`config.mk`:
```
export PLATFORM = sky130hd
export DESIGN_NAME = wishbone_fetch_master_flat
export DESIGN_NICKNAME = d
export VERILOG_FILES = /design/src/rtl/wishbone_fetch_master_pkg.sv /design/src/rtl/wishbone_fetch_master_if.sv /design/src/rtl/wishbone_fetch_master_fifo.sv /design/src/rtl/wishbone_fetch_master.sv /design/src/flat_wrapper.sv
export SDC_FILE = /design/constraint.sdc
export NUM_CORES = 1
export LEC_CHECK = 0
export ABC_AREA = 1
export CAP_MARGIN = 20
export CORE_UTILIZATION = 50
export CTS_BUF_LIST = sky130_fd_sc_hd__clkbuf_8
export CTS_CLUSTER_SIZE = 16
export DETAILED_ROUTE_END_ITERATION = 12
export DONT_BUFFER_PORTS = 1
export PLACE_DENSITY = 0.71
export SKIP_CTS_REPAIR_TIMING = 1
export SYNTH_ARGS = -nofsm -noshare
export SYNTH_HDL_FRONTEND = slang
export SYNTH_SLANG_ARGS = --single-unit
```
`constraint.sdc`:
```
create_clock -name clk -period 11 [get_ports clk]
set_clock_uncertainty 0.15 [all_clocks]
set_input_delay 2.2 -clock clk [delete_from_list [all_inputs] [get_ports clk]]
set_output_delay 2.2 -clock clk [all_outputs]
set_load 0.05 [all_outputs]
```
`src/rtl/wishbone_fetch_master_pkg.sv`:
```
// rtl/wishbone_fetch_master_pkg.sv - fetch state, NOP constant and FIFO entry type (err field under WB_FETCH_TIMEOUT_EN)
package wb_fetch_pkg;

  localparam logic [31:0] NOP = 32'h00000013;

  typedef enum logic [1:0] {
    IDLE    = 2'd0,
    REQ     = 2'd1,
    GAP     = 2'd2,
    DISCARD = 2'd3
  } fetch_state_t;

  typedef struct packed {
    logic [31:0] pc;
    logic [31:0] data;
`ifdef WB_FETCH_TIMEOUT_EN
    logic        err;
`endif
  } fetch_entry_t;

endpackage

```
`src/rtl/wishbone_fetch_master_if.sv`:
```
// rtl/wishbone_fetch_master_if.sv - read-only Wishbone classic bus between fetch master and instruction RAM
interface wishbone_interface;
  logic        cyc;
  logic        stb;
  logic [31:0] adr;
  logic        ack;
  logic [31:0] dat_miso;

  modport master (output cyc, stb, adr, input ack, dat_miso);
  modport slave  (input cyc, stb, adr, output ack, dat_miso);
endinterface

```
`src/rtl/wishbone_fetch_master_fifo.sv`:
```
// rtl/wishbone_fetch_master_fifo.sv - synchronous prefetch FIFO of fetch entries with flush
module fetch_fifo
  import wb_fetch_pkg::*;
#(
  parameter int DEPTH = 4
) (
  input  logic         clk,
  input  logic         rst,
  input  logic         push,
  input  fetch_entry_t push_entry,
  input  logic         pop,
  input  logic         flush,
  output fetch_entry_t head,
  output logic         empty,
  output logic         full
);

  localparam int AW = $clog2(DEPTH);

  fetch_entry_t   mem [DEPTH];
  logic [AW:0]    wr_ptr;
  logic [AW:0]    rd_ptr;
  logic           do_push;
  logic           do_pop;

  // Extra pointer bit separates full (MSBs differ) from empty (all equal).
  assign empty   = (wr_ptr == rd_ptr);
  assign full    = (wr_ptr[AW] != rd_ptr[AW]) && (wr_ptr[AW-1:0] == rd_ptr[AW-1:0]);
  assign head    = mem[rd_ptr[AW-1:0]];
  assign do_push = push && !full;
  assign do_pop  = pop && !empty;

  always_ff @(posedge clk) begin
    if (!rst || flush) begin
      wr_ptr <= '0;
      rd_ptr <= '0;
    end else begin
      if (do_push) wr_ptr <= wr_ptr + 1'b1;
      if (do_pop)  rd_ptr <= rd_ptr + 1'b1;
    end
  end

  always_ff @(posedge clk) begin
    if (do_push) mem[wr_ptr[AW-1:0]] <= push_entry;
  end

endmodule

```
`src/rtl/wishbone_fetch_master.sv`:
```
// rtl/wishbone_fetch_master.sv - Wishbone instruction fetch master with prefetch FIFO and redirect; WB_FETCH_TIMEOUT_EN adds ack timeout and bus_err
module wishbone_fetch_master
  import wb_fetch_pkg::*;
#(
  parameter logic [31:0] RESET_PC   = 32'h00000000,
  parameter int          FIFO_DEPTH = 4,
  parameter int          TIMEOUT    = 16
) (
  input  logic              clk,
  input  logic              rst,
  wishbone_interface.master port_a,
  input  logic              fetch_en,
  input  logic              redirect_valid,
  input  logic [31:0]       redirect_pc,
  output logic              instr_valid,
  input  logic              instr_ready,
  output logic [31:0]       instr_data,
  output logic [31:0]       instr_pc,
  output logic              busy
`ifdef WB_FETCH_TIMEOUT_EN
  ,
  output logic              bus_err
`endif
);

  fetch_state_t state, next_state;
  logic [31:0]  pc, pc_d;
  logic [31:0]  adr;
  logic         cyc, stb, stb_prev;
  logic         bus_on;
  logic         ack_ok;
  logic         timeout;
  logic         can_start;
  logic         push;
  fetch_entry_t push_entry;
  fetch_entry_t head;
  logic         fifo_empty, fifo_full;
  logic [31:0]  redirect_target;

  assign redirect_target = redirect_pc & ~32'h3;
  // An ack only counts once stb has been up for a full cycle; this rejects
  // a stale re-latched ack arriving just as a new strobe rises.
  assign ack_ok    = port_a.ack && stb && stb_prev;
  assign can_start = fetch_en && !fifo_full;
  assign bus_on    = (next_state == REQ) || (next_state == DISCARD);

`ifdef WB_FETCH_TIMEOUT_EN
  localparam int TW = $clog2(TIMEOUT + 1);
  logic [TW-1:0] tmo_cnt;

  assign timeout = (tmo_cnt == TW'(TIMEOUT - 1)) && !ack_ok;

  always_ff @(posedge clk) begin
    if (!rst || !((state == REQ) || (state == DISCARD))) tmo_cnt <= '0;
    else                                                 tmo_cnt <= tmo_cnt + 1'b1;
  end
`else
  assign timeout = 1'b0;
`endif

  always_comb begin
    next_state      = state;
    pc_d            = pc;
    push            = 1'b0;
    push_entry      = '0;
    push_entry.pc   = pc;
    push_entry.data = port_a.dat_miso;
    case (state)
      IDLE: begin
        if (redirect_valid)  pc_d = redirect_target;
        else if (can_start)  next_state = REQ;
      end
      REQ: begin
        if (redirect_valid) begin
          pc_d       = redirect_target;
          next_state = (ack_ok || timeout) ? GAP : DISCARD;
        end else if (ack_ok) begin
          push       = 1'b1;
          pc_d       = pc + 32'd4;
          next_state = GAP;
        end else if (timeout) begin
          push            = 1'b1;
          push_entry.data = NOP;
`ifdef WB_FETCH_TIMEOUT_EN
          push_entry.err  = 1'b1;
`endif
          pc_d            = pc + 32'd4;
          next_state      = GAP;
        end
      end
      DISCARD: begin
        if (redirect_valid)     pc_d = redirect_target;
        if (ack_ok || timeout)  next_state = GAP;
      end
      GAP: begin
        if (redirect_valid) begin
          pc_d       = redirect_target;
          next_state = IDLE;
        end else begin
          next_state = can_start ? REQ : IDLE;
        end
      end
      default: next_state = IDLE;
    endcase
  end

  always_ff @(posedge clk) begin
    if (!rst) begin
      state    <= IDLE;
      pc       <= RESET_PC;
      adr      <= RESET_PC;
      cyc      <= 1'b0;
      stb      <= 1'b0;
      stb_prev <= 1'b0;
    end else begin
      state    <= next_state;
      pc       <= pc_d;
      cyc      <= bus_on;
      stb      <= bus_on;
      stb_prev <= stb;
      if ((state == IDLE || state == GAP) && next_state == REQ) adr <= pc;
    end
  end

  assign port_a.cyc = cyc;
  assign port_a.stb = stb;
  assign port_a.adr = adr;
  assign busy       = cyc;

  fetch_fifo #(.DEPTH(FIFO_DEPTH)) u_fifo (
    .clk        (clk),
    .rst        (rst),
    .push       (push && !redirect_valid),
    .push_entry (push_entry),
    .pop        (instr_ready && !redirect_valid),
    .flush      (redirect_valid),
    .head       (head),
    .empty      (fifo_empty),
    .full       (fifo_full)
  );

  assign instr_valid = !fifo_empty;
  assign instr_data  = fifo_empty ? 32'h0 : head.data;
  assign instr_pc    = fifo_empty ? 32'h0 : head.pc;
`ifdef WB_FETCH_TIMEOUT_EN
  assign bus_err     = !fifo_empty && head.err;
`endif

endmodule
```
`src/flat_wrapper.sv`:
```
// flat-port wrapper written by rule: the top's interface ports become plain ports
module wishbone_fetch_master_flat import wb_fetch_pkg::*;
#(
  parameter logic [31:0] RESET_PC   = 32'h00000000,
  parameter int          FIFO_DEPTH = 4,
  parameter int          TIMEOUT    = 16
)
  (clk, rst, fetch_en, redirect_valid, redirect_pc, instr_valid, instr_ready, instr_data, instr_pc, busy, port_a_cyc, port_a_stb, port_a_adr, port_a_ack, port_a_dat_miso);
  wishbone_interface port_a_i ();
  input  logic clk;
  input  logic rst;
  input  logic fetch_en;
  input  logic redirect_valid;
  input  logic [31:0] redirect_pc;
  output logic instr_valid;
  input  logic instr_ready;
  output logic [31:0] instr_data;
  output logic [31:0] instr_pc;
  output logic busy;
  output wire logic [$bits(port_a_i.cyc)-1:0] port_a_cyc;
  output wire logic [$bits(port_a_i.stb)-1:0] port_a_stb;
  output wire logic [$bits(port_a_i.adr)-1:0] port_a_adr;
  input wire logic [$bits(port_a_i.ack)-1:0] port_a_ack;
  input wire logic [$bits(port_a_i.dat_miso)-1:0] port_a_dat_miso;
  assign port_a_cyc = port_a_i.cyc;
  assign port_a_stb = port_a_i.stb;
  assign port_a_adr = port_a_i.adr;
  assign port_a_i.ack = port_a_ack;
  assign port_a_i.dat_miso = port_a_dat_miso;
  wishbone_fetch_master #(.RESET_PC(RESET_PC), .FIFO_DEPTH(FIFO_DEPTH), .TIMEOUT(TIMEOUT)) u_core (.clk(clk), .rst(rst), .port_a(port_a_i), .fetch_en(fetch_en), .redirect_valid(redirect_valid), .redirect_pc(redirect_pc), .instr_valid(instr_valid), .instr_ready(instr_ready), .instr_data(instr_data), .instr_pc(instr_pc), .busy(busy));
endmodule
```
==> results.tsv <==
stage	metric	value	unit
outcome	status	completed	
flow_run	Max Cap Violations	0	
die	Starting Density	51.6	%
final_layout	nets	1400	
pwr	worst vdd ir	125	uV
route	Post-Route WL	29800	um
hold_path	hold worst-path end	u_core.u_fifo.wr_ptr[2]$_SDFFE_PP0N_	
sta	final hold violations	0	
clocking	clock buffer depth	3	
grt	GR Overflow Total	0	
clocking	Clk Latency, worst-skew pair	0.57	ns
worst_setup_path	Worst Path Max Fanout	100	
placement	Buffers on Ports	0	
die	# rows	59	
grt	vias in the first global route	9136	
hold_path	WHS Path Cells	2	
sta	fmax	177	MHz
worst_setup_path	Critical Path Source Type	register	
final_layout	share of layout cells above drive strength 1	8.03	%
logic_synthesis	Post-Synthesis Cells	1336	
die	chip height	167	um
sta	RSZ-0062 raised after global routing	false	
sta	TNS Setup	0	ns
grt	initial antenna violation count	0	
logic_synthesis	#FFs+latches synth	319	
final_layout	layout overhead on the synthesized area	8.27	%
sta	min Tclk post-route	5.65	ns
pwr	Tot Pwr	0.00237	W
die	area of the die	0.0279	mm^2
placement	dpl hpwl	16900	um
die	Core Footprint	0.0264	mm^2
placement	Routability Congestion	0.865	
final_layout	ant diodes	0	
worst_setup_path	FF-to-FF Start	u_core.state[0]$_SDFF_PN0_	
worst_setup_path	R2R Path End	u_core.u_fifo.mem[3][51]$_DFFE_PP_	
clocking	clock root buffer	clkbuf_8	
die	I/O pin cnt	170	
final_layout	Fillers	2249	
route	# DRC	0	
worst_setup_path	Crit. End Element	output pin	
worst_setup_path	kind of critical path	reg -> out	
sta	Final period util	51.4	%
logic_synthesis	ys flop type	edfxtp_1	
clocking	CTS buffer count	51	
route	DR WL/cell	17.6	um
worst_setup_path	flop-to-flop setup slack	7.85	ns
worst_setup_path	Crit path required time	8.65	ns
sta	Slew HR	28.0	%
route	drt pass-1 iters	5	
hold_path	Hold Path Origin	u_core.u_fifo.wr_ptr[2]$_SDFFE_PP0N_	
logic_synthesis	Post-synth ARST share	0	%
logic_synthesis	synth cell count leaders	edfxtp_1, nor2_1, nand2_1	
sta	Max Slew Vio Count	0	
worst_setup_path	worst r2r path cells	6	
grt	pin count of the biggest net entering global routing	101	
die	Die X	167	um
sta	# setup viols final	0	
pwr	Power per Cell Area	161	mW/mm^2
clocking	clk slew on worst S/H paths	0.06	ns
clocking	H-Tree Depth	2	
clocking	Clock Sinks	319	
route	initial DRC count	760	
grt	first-pass GRT wire length	46800	um
hold_path	hold crit path type	reg -> reg	
route	Antenna Nets Post-Route	0	
route	vias per cell	5.50	
logic_synthesis	YS warnings	0	
logic_synthesis	largest cells by area after synthesis	edfxtp_1, dfxtp_1, nor2_1	
logic_synthesis	Mapped Avg Cell Area	10.2	um^2
worst_setup_path	Critical Path AT	3.30	ns
pwr	Pleak	5.48	nW
logic_synthesis	Yosys top cell area share	54.8	%
logic_synthesis	most common cell in the netlist	edfxtp_1	
grt	total track usage	21.3	%
logic_synthesis	number of flops mapped to enable cells by yosys	248	
clocking	CTS tree	built	
logic_synthesis	Netlist Area Pre-Place	0.0136	mm^2
route	vias post-DR	9310	
logic_synthesis	count of cell types in the netlist	42	
logic_synthesis	largest area contributor in the netlist	edfxtp_1	
logic_synthesis	register area share after synthesis	65.2	%
sta	Slew @ Worst Pin	1.08	ns
-- metal layers --
metal | vias up | track usage, % | part of all wire (%)
met5 | - | 0 | 0
met3 | 46 | 5.77 | 8.3
met1 | 4395 | 26.7 | 43
met2 | 343 | 36.3 | 47
met4 | 0 | 5.72 | 1.8
li1 | 4526 | - | -
-- registers in the layout (all words and copies together), names as in the netlist, named ones only --
register	count
u_core.pc	30
u_core.port_a.adr	30
u_core.state	2
u_core.stb_prev	1
u_core.u_fifo.mem	248
u_core.u_fifo.rd_ptr	3
u_core.u_fifo.wr_ptr	3
-- how the worst max path moves through the flow --
stage	from	endpoint	slack [ns]	depth (start not counted)
2_1_floorplan	port_a_ack	u_core.u_fifo.mem[0][0]$_DFFE_PP_	5.07	5
3_3_place_gp	register	instr_pc[10]	5.89	6
3_5_place_dp	register	instr_pc[12]	5.89	6
4_1_cts	register	instr_pc[12]	5.30	6
5_1_grt	register	instr_pc[12]	5.11	6
6_report	register	instr_pc[10]	5.35	6
-- final cells by class --
type                    instances  area, um^2  area share [%]
flip-flops and latches        319        8880            60.3
multi-input cells             802        3870            26.3
clock buffers                  58         798            5.42
inverters                     141         532            3.61
well taps                     335         419            2.85
clock inverters                29         146           0.994
repair buffers                  9        80.1           0.544
-- cells in the final DEF (no fill, tap or decap), types with 2 or more instances in the layout --
master and n:
a211oi_1 2, a21oi_1 63, a31oi_1 2, buf_4 8, clkbuf_8 58, clkinv_1 3
clkinv_2 6, conb_1 4, dfxtp_1 68, dfxtp_4 2, edfxtp_1 248, ha_1 6
inv_1 154, inv_2 4, nand2_1 214, nand2_2 4, nand3_1 32, nand3_2 2
nand4_1 7, nor2_1 239, nor2_2 6, nor2_4 5, o21ai_0 125, o21ai_1 3
o21bai_1 2, o31ai_1 2, o32ai_1 62, or2_1 2, or2_2 4, xnor2_1 2
xor2_1 4
-- critical path, cell delays in order, from the launching register on --
cell and delay, ns:
dfxtp_4 0.53, inv_4 0.32, buf_4 0.85, nor2_1 0.07, o32ai_1 0.41, nand2_1 0.09, inv_1 0.35
-- power breakdown --
part	switching (W)	internal [W]
Clock	0.000432	0.000501
Sequential	0.0000595	0.00132
Combinational	0.0000386	0.0000199
Total	0.000530	0.00184
-- kinds of logic after synthesis --
logic type	after synthesis	synth area share, %
AOI/OAI and AO/OA	265	11.7
xor gates and xnor gates	6	0.386
adders and majority gates	6	0.552
buffers and inverters	218	6.61
DFF	319	65.2
other	1	0.0276
and+or+nand+nor	521	15.5
-- metrics by stage --
stage / std cells / worst slack, ns / area [um^2] / hold WS, ns / util (%)
after floorplan: 1339 / 5.07 / 13600 / 0.296 / -
after CTS: 1692 / 5.30 / 14700 / 0.323 / 55.8
final: 1693 / 5.35 / 14700 / 0.323 / 55.9
after global placement: 1605 / 5.89 / 13800 / 0.307 / 52.2
after detailed placement: 1605 / 5.89 / 13800 / 0.314 / 52.2
after global routing: 1693 / 5.11 / 14700 / 0.354 / 55.9
No activity file was read; power rests on OpenSTA's default activity.
